--- config.mk ---
export PLATFORM = sky130hd
export DESIGN_NAME = spike_rate_decoder_flat
export DESIGN_NICKNAME = d
export VERILOG_FILES = /design/src/rtl/spike_rate_decoder_if.sv /design/src/rtl/spike_rate_decoder.sv /design/src/flat_wrapper.sv
export SDC_FILE = /design/constraint.sdc
export NUM_CORES = 1
export LEC_CHECK = 0
export CAP_MARGIN = 5
export CORE_AREA = 2 2 91 93
export CTS_BUF_LIST = sky130_fd_sc_hd__clkbuf_8 sky130_fd_sc_hd__clkbuf_16
export DETAILED_ROUTE_END_ITERATION = 8
export DIE_AREA = 0 0 93 95
export GPL_TIMING_DRIVEN = 0
export PLACE_DENSITY = 0.85
export SETUP_SLACK_MARGIN = 0.3
export SLEW_MARGIN = 20
export SYNTH_ARGS = -nofsm -noshare
export SYNTH_HDL_FRONTEND = slang
export SYNTH_SLANG_ARGS = --single-unit
--- constraint.sdc ---
create_clock -name clk -period 6.1 [get_ports clk]
set_input_delay 0.61 -clock clk [delete_from_list [all_inputs] [get_ports clk]]
set_output_delay 0.61 -clock clk [all_outputs]
set_load 0.02 [all_outputs]
--- src/rtl/spike_rate_decoder_if.sv ---
// Result channel of the spike rate decoder: valid/ready handshake plus the
// per-window measurement word and the overrun pulse.
interface spike_rate_decoder_if #(
  parameter int unsigned CNT_W = 8,
  parameter int unsigned ISI_W = 16
) ();

  logic             out_valid;
  logic             out_ready;
  logic [CNT_W-1:0] out_count;
  logic [ISI_W-1:0] out_isi;
  logic             out_sat;
  logic             overrun;

  // Producer side (the decoder)
  modport master (
    output out_valid,
    output out_count,
    output out_isi,
    output out_sat,
    output overrun,
    input  out_ready
  );

  // Consumer side (host / readout bus)
  modport slave (
    input  out_valid,
    input  out_count,
    input  out_isi,
    input  out_sat,
    input  overrun,
    output out_ready
  );

endinterface

--- src/rtl/spike_rate_decoder.sv ---
// Spike rate decoder: counts rising edges of a spike line over back-to-back
// windows, tracks the most recent inter-spike interval, and emits one result
// word per window over a valid/ready channel. An unaccepted result is
// replaced by a newer one and flagged with a one-cycle overrun pulse.
module spike_rate_decoder #(
  parameter int unsigned WINDOW_W = 16,
  parameter int unsigned CNT_W    = 8,
  parameter int unsigned ISI_W    = 16
) (
  input  logic                clk,
  input  logic                rst,
  input  logic                spike_in,
  input  logic                en,
  input  logic [WINDOW_W-1:0] window_len,
  spike_rate_decoder_if.master res
);

  localparam logic [CNT_W-1:0]    CntMax = '1;
  localparam logic [ISI_W-1:0]    IsiMax = '1;
  localparam logic [WINDOW_W-1:0] RemOne = WINDOW_W'(1);

  typedef enum logic [0:0] {StIdle, StCount} state_e;

  state_e              state_q, state_d;
  logic                prev_q;
  logic [WINDOW_W-1:0] rem_q, rem_d;
  logic [CNT_W-1:0]    cnt_q, cnt_d;
  logic                sat_q, sat_d;
  logic [ISI_W-1:0]    isi_cnt_q, isi_cnt_d;
  logic [ISI_W-1:0]    last_isi_q, last_isi_d;
  logic                seen_q, seen_d;

  logic                out_valid_q, out_valid_d;
  logic [CNT_W-1:0]    out_count_q, out_count_d;
  logic [ISI_W-1:0]    out_isi_q, out_isi_d;
  logic                out_sat_q, out_sat_d;
  logic                overrun_q, overrun_d;

  logic                evt;
  logic [WINDOW_W-1:0] win_len_eff;
  logic [CNT_W-1:0]    cnt_upd;
  logic                sat_upd;
  logic [ISI_W-1:0]    isi_cnt_upd;
  logic [ISI_W-1:0]    last_isi_upd;
  logic                seen_upd;
  logic                load;

  // A held-high line only produces one event, on its rising edge.
  assign evt         = spike_in & ~prev_q;
  assign win_len_eff = (window_len == '0) ? RemOne : window_len;

  // Per-cycle counter updates for a COUNT cycle, before any window-end reload.
  always_comb begin
    cnt_upd      = cnt_q;
    sat_upd      = sat_q;
    isi_cnt_upd  = (isi_cnt_q == IsiMax) ? IsiMax : isi_cnt_q + ISI_W'(1);
    last_isi_upd = last_isi_q;
    seen_upd     = seen_q;
    if (evt) begin
      if (cnt_q == CntMax) begin
        sat_upd = 1'b1;
      end else begin
        cnt_upd = cnt_q + CNT_W'(1);
      end
      // The interval includes the event cycle itself, hence the +1.
      if (seen_q) begin
        last_isi_upd = (isi_cnt_q == IsiMax) ? IsiMax : isi_cnt_q + ISI_W'(1);
      end
      isi_cnt_upd = '0;
      seen_upd    = 1'b1;
    end
  end

  // Window FSM: next state, window counters and result load strobe.
  always_comb begin
    state_d    = state_q;
    rem_d      = rem_q;
    cnt_d      = cnt_q;
    sat_d      = sat_q;
    isi_cnt_d  = isi_cnt_q;
    last_isi_d = last_isi_q;
    seen_d     = seen_q;
    load       = 1'b0;
    unique case (state_q)
      StIdle: begin
        isi_cnt_d  = '0;
        last_isi_d = '0;
        seen_d     = 1'b0;
        if (en) begin
          rem_d   = win_len_eff;
          cnt_d   = '0;
          sat_d   = 1'b0;
          state_d = StCount;
        end
      end
      StCount: begin
        if (!en && (rem_q != RemOne)) begin
          // Partial window is dropped; any pending result stays untouched.
          state_d    = StIdle;
          isi_cnt_d  = '0;
          last_isi_d = '0;
          seen_d     = 1'b0;
        end else begin
          cnt_d      = cnt_upd;
          sat_d      = sat_upd;
          isi_cnt_d  = isi_cnt_upd;
          last_isi_d = last_isi_upd;
          seen_d     = seen_upd;
          if (rem_q == RemOne) begin
            // Completed window: publish, then restart with no gap or stop.
            load = 1'b1;
            if (en) begin
              rem_d = win_len_eff;
              cnt_d = '0;
              sat_d = 1'b0;
            end else begin
              state_d    = StIdle;
              isi_cnt_d  = '0;
              last_isi_d = '0;
              seen_d     = 1'b0;
            end
          end else begin
            rem_d = rem_q - RemOne;
          end
        end
      end
    endcase
  end

  // Result register and handshake; a new result wins over a same-cycle transfer.
  always_comb begin
    out_valid_d = out_valid_q;
    out_count_d = out_count_q;
    out_isi_d   = out_isi_q;
    out_sat_d   = out_sat_q;
    overrun_d   = 1'b0;
    if (load) begin
      out_valid_d = 1'b1;
      out_count_d = cnt_upd;
      out_isi_d   = last_isi_upd;
      out_sat_d   = sat_upd;
      overrun_d   = out_valid_q & ~res.out_ready;
    end else if (out_valid_q && res.out_ready) begin
      out_valid_d = 1'b0;
    end
  end

  // State and data registers, cleared asynchronously.
  always_ff @(posedge clk or posedge rst) begin
    if (rst) begin
      state_q     <= StIdle;
      prev_q      <= 1'b0;
      rem_q       <= '0;
      cnt_q       <= '0;
      sat_q       <= 1'b0;
      isi_cnt_q   <= '0;
      last_isi_q  <= '0;
      seen_q      <= 1'b0;
      out_valid_q <= 1'b0;
      out_count_q <= '0;
      out_isi_q   <= '0;
      out_sat_q   <= 1'b0;
      overrun_q   <= 1'b0;
    end else begin
      state_q     <= state_d;
      prev_q      <= spike_in;
      rem_q       <= rem_d;
      cnt_q       <= cnt_d;
      sat_q       <= sat_d;
      isi_cnt_q   <= isi_cnt_d;
      last_isi_q  <= last_isi_d;
      seen_q      <= seen_d;
      out_valid_q <= out_valid_d;
      out_count_q <= out_count_d;
      out_isi_q   <= out_isi_d;
      out_sat_q   <= out_sat_d;
      overrun_q   <= overrun_d;
    end
  end

  assign res.out_valid = out_valid_q;
  assign res.out_count = out_count_q;
  assign res.out_isi   = out_isi_q;
  assign res.out_sat   = out_sat_q;
  assign res.overrun   = overrun_q;

endmodule

--- src/flat_wrapper.sv ---
// flat-port wrapper written by rule: the top's interface ports become plain ports
module spike_rate_decoder_flat 
#(
  parameter int unsigned WINDOW_W = 16,
  parameter int unsigned CNT_W    = 8,
  parameter int unsigned ISI_W    = 16
)
  (clk, rst, spike_in, en, window_len, res_out_valid, res_out_count, res_out_isi, res_out_sat, res_overrun, res_out_ready);
  spike_rate_decoder_if #(.CNT_W(CNT_W), .ISI_W(ISI_W)) res_i ();
  input  logic clk;
  input  logic rst;
  input  logic spike_in;
  input  logic en;
  input  logic [WINDOW_W-1:0] window_len;
  output wire logic [$bits(res_i.out_valid)-1:0] res_out_valid;
  output wire logic [$bits(res_i.out_count)-1:0] res_out_count;
  output wire logic [$bits(res_i.out_isi)-1:0] res_out_isi;
  output wire logic [$bits(res_i.out_sat)-1:0] res_out_sat;
  output wire logic [$bits(res_i.overrun)-1:0] res_overrun;
  input wire logic [$bits(res_i.out_ready)-1:0] res_out_ready;
  assign res_out_valid = res_i.out_valid;
  assign res_out_count = res_i.out_count;
  assign res_out_isi = res_i.out_isi;
  assign res_out_sat = res_i.out_sat;
  assign res_overrun = res_i.overrun;
  assign res_i.out_ready = res_out_ready;
  spike_rate_decoder #(.WINDOW_W(WINDOW_W), .CNT_W(CNT_W), .ISI_W(ISI_W)) u_core (.clk(clk), .rst(rst), .spike_in(spike_in), .en(en), .window_len(window_len), .res(res_i));
endmodule
* After elaboration in Yosys (flattened, before gate mapping) *
Index checks and enable logic that the tools add are counted.

word-level totals
  register bits after elaboration = 87
  logic and storage cells = 79
  output and inout port bits = 27
  input port bits = 21

cells by class
  muxes and demuxes = 46
  bitwise logic cells = 5
  equality and inequality tests = 6
  $add $sub $neg = 3
  reduce and logical (&&, ||, !) cells = 6

operators by type and width
  kind                     number
  $mux W16                 14
  $pmux W16 S2             3
  $mux W8                  6
  $mux W1                  19
  $add A16 B1 Y16 const B  1
  $eq A16 B1 Y1 const B    1
  $eq A16 B16 Y1 const B   1
  $logic_not A16 Y1        1
  $ne A16 B1 Y1 const B    1
  $pmux W8 S2              1
  $sub A16 B1 Y16 const B  1
  $add A8 B1 Y8 const B    1
  $eq A8 B8 Y1 const B     1
  $pmux W1 S2              3
  $ne A2 B2 Y1 const B     2
  $not A1 Y1               3
  $and A1 B1 Y1            2
  $logic_and A1 B1 Y1      2
  $reduce_and A2 Y1        1
  $reduce_bool A2 Y1       1
  $logic_not A1 Y1         1

* Depth between registers and ports, before layout *
  depth after elaboration = 8
  mapped depth = 9

* Least setup slack after synthesis *
No wires, ideal clock.

  path type = register -> register
  from = register u_core.rem_q[0]
  to = register u_core.rem_q[8]
  arrival = 1.883 ns
  cell stages (with the launch flop) = 8
  setup slack = 4.073 ns
  cells stage by stage = dfrtp_1 -> inv_1 -> ha_1 -> or3b_2 -> nor4b_1 -> o211ai_1 -> o22ai_1 -> a22oi_1

on the way
  longest elaborated chain between the ends = 4
  elaborated cells on any way between the ends = 8

ends and longest elaborated chain
  what                                              line                                                  source
  start, declared                                   spike_rate_decoder.sv:26                              logic [WINDOW_W-1:0] rem_q, rem_d;
  start signal, assigned                            spike_rate_decoder.sv:167                             rem_q <= rem_d;
  $sub A16 B1 Y16 or $eq A16 B1 Y1 (tied branches)  spike_rate_decoder.sv:123, spike_rate_decoder.sv:109
  $mux W16                                          spike_rate_decoder.sv:109                             if (rem_q == RemOne) begin
  $mux W16                                          spike_rate_decoder.sv:97                              if (!en && (rem_q != RemOne)) begin
  $pmux W16 S2                                      spike_rate_decoder.sv:84                              unique case (state_q)

Parallel ways exist; a longest one is shown, timed or not. The select of a mux whose other input is x is not followed.
A chain may end at the register's enable or synchronous reset.

* Worst setup path after layout *
Ends and elaborated chain as after synthesis.

==> impl_metrics.prom <==
# TYPE chip_impl_metric gauge
chip_impl_info{name="result_of_the_run",value="complete, no violations"} 1
chip_impl_info{name="yosys.cell_count.top_type",value="sky130_fd_sc_hd__dfrtp_1"} 1
chip_impl_metric{name="synth_sequential_area_ratio",unit=""} 0.479
chip_impl_metric{name="drtPass1Iterations",unit=""} 5
chip_impl_metric{name="grt_remaining_overflow",unit=""} 0
chip_impl_metric{name="cts_hold_buf",unit=""} 0
chip_impl_metric{name="max_slew_margin",unit=""} 0.577
chip_impl_metric{name="placedInstanceArea",unit="um2"} 5170
chip_impl_info{name="synth-main-ff-cell",value="sky130_fd_sc_hd__dfrtp_1"} 1
chip_impl_metric{name="setup_viol_count_final",unit=""} 0
chip_impl_metric{name="n_fill_cell",unit=""} 631
chip_impl_metric{name="power.density",unit="nW/um2"} 223
chip_impl_metric{name="post_drt_via_cell_ratio",unit=""} 6.30
chip_impl_metric{name="overall_die_area",unit="um2"} 8840
chip_impl_metric{name="dp_cells",unit=""} 654
chip_impl_metric{name="number_of_antenna_violations_at_the_first_check_in_global_routing",unit=""} 0
chip_impl_metric{name="power",unit="mW"} 1.20
chip_impl_metric{name="cts.reportedPaths.clkPinSlew",unit="ns"} 0.10
chip_impl_metric{name="finish.utilization",unit=""} 0.679
chip_impl_metric{name="share_of_final_layout_standard_cells_stronger_than_drive_strength_1",unit=""} 0.0779
chip_impl_metric{name="drt-initial-drc-count",unit=""} 361
chip_impl_metric{name="worst_path_arrival_time",unit="ns"} 2.68
chip_impl_metric{name="final_area",unit="um2"} 5380
chip_impl_metric{name="post_cts_resized",unit=""} 0
chip_impl_metric{name="cts_inserted_buffers",unit=""} 9
chip_impl_metric{name="clock_skew",unit="ns"} 0.00971
chip_impl_metric{name="rows",unit=""} 33
chip_impl_metric{name="maxCapViolCount",unit=""} 0
chip_impl_metric{name="dp_slack",unit="ns"} 3.46
chip_impl_metric{name="final_instance_count_excl_fillers",unit=""} 670
chip_impl_metric{name="dp_hpwl",unit="um"} 8020
chip_impl_metric{name="ys.warnings.count",unit=""} 0
chip_impl_metric{name="multi_input_comb_area",unit="um2"} 2180
chip_impl_metric{name="layout_overhead_on_the_synthesized_area",unit="%"} 18.3
chip_impl_metric{name="worst-slew-pin-transition",unit="ns"} 0.628
chip_impl_metric{name="power.static_leakage",unit="nW"} 2.22
chip_impl_info{name="tritoncts_clock_tree",value="yes"} 1
chip_impl_metric{name="core_area",unit="um2"} 7930
chip_impl_metric{name="unique_cell_type_count_in_the_yosys_netlist",unit=""} 65
chip_impl_metric{name="postSynthCellCount",unit=""} 502
chip_impl_metric{name="port_buffers",unit=""} 46
chip_impl_info{name="rsz0062_at_grt",value="false"} 1
chip_impl_info{name="worst_setup_path_start_kind",value="flop"} 1
chip_impl_metric{name="remaining_drc_errors",unit=""} 0
chip_impl_metric{name="maxSlewViolCount",unit=""} 0
chip_impl_metric{name="ioPinCount",unit=""} 48
chip_impl_info{name="cp_cell_sequence",value="inv_1 -> ha_1 -> or3b_2 -> nor4b_1 -> o211ai_1 -> o22ai_1 -> a22oi_1"} 1
chip_impl_metric{name="dieWidth",unit="um"} 93
chip_impl_metric{name="layout.area.seq",unit="um2"} 2180
chip_impl_metric{name="dieHeight",unit="um"} 95
chip_impl_metric{name="report.final.hold_viol_count",unit=""} 0
chip_impl_metric{name="num_vias",unit=""} 4222
chip_impl_metric{name="global_route_wire_length_before_repair",unit="um"} 19500
chip_impl_metric{name="worstPathBufferInverterCount",unit=""} 1
chip_impl_info{name="ys_top_cells_by_area",value="sky130_fd_sc_hd__dfrtp_1 48%, sky130_fd_sc_hd__o21ai_0 5.0%, sky130_fd_sc_hd__nand2_1 4.5%"} 1
chip_impl_metric{name="cts.path.max_buffers",unit=""} 2
chip_impl_metric{name="layout_min_cycle_time",unit="ns"} 2.45
chip_impl_metric{name="groute.usage.overall",unit=""} 0.280
chip_impl_metric{name="clock_tree_sinks",unit=""} 87
chip_impl_metric{name="peak_fanout_along_the_critical_path",unit=""} 6
chip_impl_metric{name="finalSetupTns",unit="ns"} 0
chip_impl_metric{name="portion_of_synthesized_cell_area_occupied_by_the_leading_cell_type",unit=""} 0.479
chip_impl_metric{name="syn_avg_cell_area",unit="um2"} 9.06
chip_impl_metric{name="gp_routability_congestion",unit=""} 0.982
chip_impl_metric{name="slowest_delay",unit="ns"} 0.55
chip_impl_metric{name="postCtsSetupBuffers",unit=""} 0
chip_impl_info{name="worst_path_dominant_cell_family",value="simple AND/OR/NAND/NOR gates"} 1
chip_impl_info{name="post_synth_most_frequent_cells",value="87 x sky130_fd_sc_hd__dfrtp_1, 54 x sky130_fd_sc_hd__nand2_1, 54 x sky130_fd_sc_hd__nor2_1"} 1
chip_impl_metric{name="number_of_enable_type_register_cells_in_the_synthesized_netlist",unit=""} 0
chip_impl_metric{name="initial_utilization",unit=""} 0.574
chip_impl_metric{name="fin_worst_hold_slack",unit="ns"} 0.482
chip_impl_info{name="slowest_cell_on_crit_path",value="sky130_fd_sc_hd__nor4b_1"} 1
chip_impl_metric{name="synth_seq_cells",unit=""} 87
chip_impl_metric{name="route.final.wire_length",unit="um"} 11700
chip_impl_metric{name="routed_wire_length_per_instance",unit="um"} 17.5
chip_impl_metric{name="grt_pass1_vias",unit=""} 4058
chip_impl_info{name="worst_setup_end_kind",value="flop"} 1
chip_impl_info{name="clk_root_buffer_cell",value="sky130_fd_sc_hd__clkbuf_8"} 1
chip_impl_metric{name="htreeDepth",unit=""} 3
chip_impl_metric{name="setup_ws",unit="ns"} 3.65
chip_impl_info{name="worst-setup-path-type",value="reg2reg"} 1
chip_impl_metric{name="synth_async_sr_flop_share",unit=""} 1.00
chip_impl_metric{name="worstSkewPairLatency",unit="ns"} 0.38
chip_impl_info{name="min-delay-path-class",value="reg2reg"} 1
chip_impl_metric{name="grt_start_max_net_pins",unit=""} 59
chip_impl_metric{name="postSynthNetCount",unit=""} 527
chip_impl_metric{name="antenna_cells",unit=""} 0
chip_impl_metric{name="irDropWorstVdd",unit="V"} 0.000140
chip_impl_metric{name="worst_ep_required_time",unit="ns"} 6.33
chip_impl_metric{name="fmaxAchievable",unit="GHz"} 0.407
chip_impl_metric{name="route.antenna.remaining_nets",unit=""} 0
chip_impl_metric{name="nNetsFinal",unit=""} 585
chip_impl_metric{name="final.period_utilization",unit=""} 0.402
chip_impl_metric{name="synthesis.area",unit="um2"} 4550
chip_impl_info{name="netlist.top_cell.by_area",value="sky130_fd_sc_hd__dfrtp_1"} 1
-- area by class of cell --
type / count / share of cell area
repair buffers: 47 / 0.0907
plain buffers: 29 / 0.0244
well taps: 105 / 0.0244
multi-input cells: 371 / 0.406
flip-flops and latches: 87 / 0.405
clock inverters: 7 / 0.0161
clock buffers: 9 / 0.0230
inverters: 15 / 0.0109
-- layer usage --
layer / track usage / wire (um) / vias up
met2: 0.473 / 5860 / 229
met4: 0.103 / 336 / 0
li1: - / - / 1941
met3: 0.0623 / 918 / 37
met1: 0.354 / 4600 / 2015
met5: 0 / 0 / -
-- worst paths after layout --
path                                             from                     to  slack, ns  cells after the start
worst min-delay path            u_core.res.out_isi[0]  u_core.res.out_isi[0]       0.48                      1
worst min register to register  u_core.res.out_isi[0]  u_core.res.out_isi[0]       0.48                      1
worst max-delay path                  u_core.rem_q[0]        u_core.rem_q[8]       3.65                      7
max in group asynchronous                         rst  u_core.last_isi_q[14]       4.92                      3
worst max register to register        u_core.rem_q[0]        u_core.rem_q[8]       3.65                      7
min in group asynchronous                         rst    u_core.isi_cnt_q[4]       0.57                      2
-- state kept, by name (all words and copies together) (netlist names) --
signal	flops
u_core.res.out_count	8
u_core.sat_q	1
u_core.res.overrun	1
u_core.rem_q	16
u_core.isi_cnt_q	16
u_core.prev_q	1
u_core.state_q	1
u_core.res.out_valid	1
u_core.res.out_isi	16
u_core.seen_q	1
u_core.last_isi_q	16
u_core.cnt_q	8
u_core.res.out_sat	1
-- logic make-up after synthesis --
family	count (synthesis)	synth area share
AND/OR/NAND/NOR	218	0.238
AO/OA/AOI/OAI	126	0.183
flip-flops	87	0.479
buffers and inverters	44	0.0413
multiplexers	12	0.0272
XOR/XNOR	11	0.0212
adder cells (fa/ha/maj)	4	0.0110
-- power by group --
part           internal [mW]  total, mW  switching [mW]
Combinational         0.0568      0.136          0.0789
Sequential             0.599      0.629          0.0300
Clock                  0.199      0.436           0.236
-- cells in the final DEF (no fill, tap or decap), types with 5 or more instances in the layout --
master / n
sky130_fd_sc_hd__clkbuf_8: 9
sky130_fd_sc_hd__and2_1: 8
sky130_fd_sc_hd__buf_2: 8
sky130_fd_sc_hd__and3_1: 10
sky130_fd_sc_hd__clkdlybuf4s50_1: 46
sky130_fd_sc_hd__nor3_1: 25
sky130_fd_sc_hd__nor4_1: 7
sky130_fd_sc_hd__a31oi_1: 6
sky130_fd_sc_hd__dfrtp_1: 87
sky130_fd_sc_hd__clkbuf_1: 17
sky130_fd_sc_hd__a21o_1: 5
sky130_fd_sc_hd__inv_1: 12
sky130_fd_sc_hd__a2bb2oi_1: 5
sky130_fd_sc_hd__xnor2_1: 8
sky130_fd_sc_hd__nand3_1: 25
sky130_fd_sc_hd__nand2_1: 54
sky130_fd_sc_hd__mux2i_1: 9
sky130_fd_sc_hd__nor2_1: 54
sky130_fd_sc_hd__nand2b_1: 6
sky130_fd_sc_hd__nand4_1: 8
sky130_fd_sc_hd__o21ai_0: 45
sky130_fd_sc_hd__a21oi_1: 12
sky130_fd_sc_hd__a22oi_1: 6
-- worst register-to-register path, cell delays in order, from the launching register on --
cell	delay, ns
sky130_fd_sc_hd__dfrtp_1	0.45
sky130_fd_sc_hd__inv_1	0.09
sky130_fd_sc_hd__ha_1	0.20
sky130_fd_sc_hd__or3b_2	0.47
sky130_fd_sc_hd__nor4b_1	0.55
sky130_fd_sc_hd__o211ai_1	0.24
sky130_fd_sc_hd__o22ai_1	0.19
sky130_fd_sc_hd__a22oi_1	0.11
(Power assumes the default switching activity.)
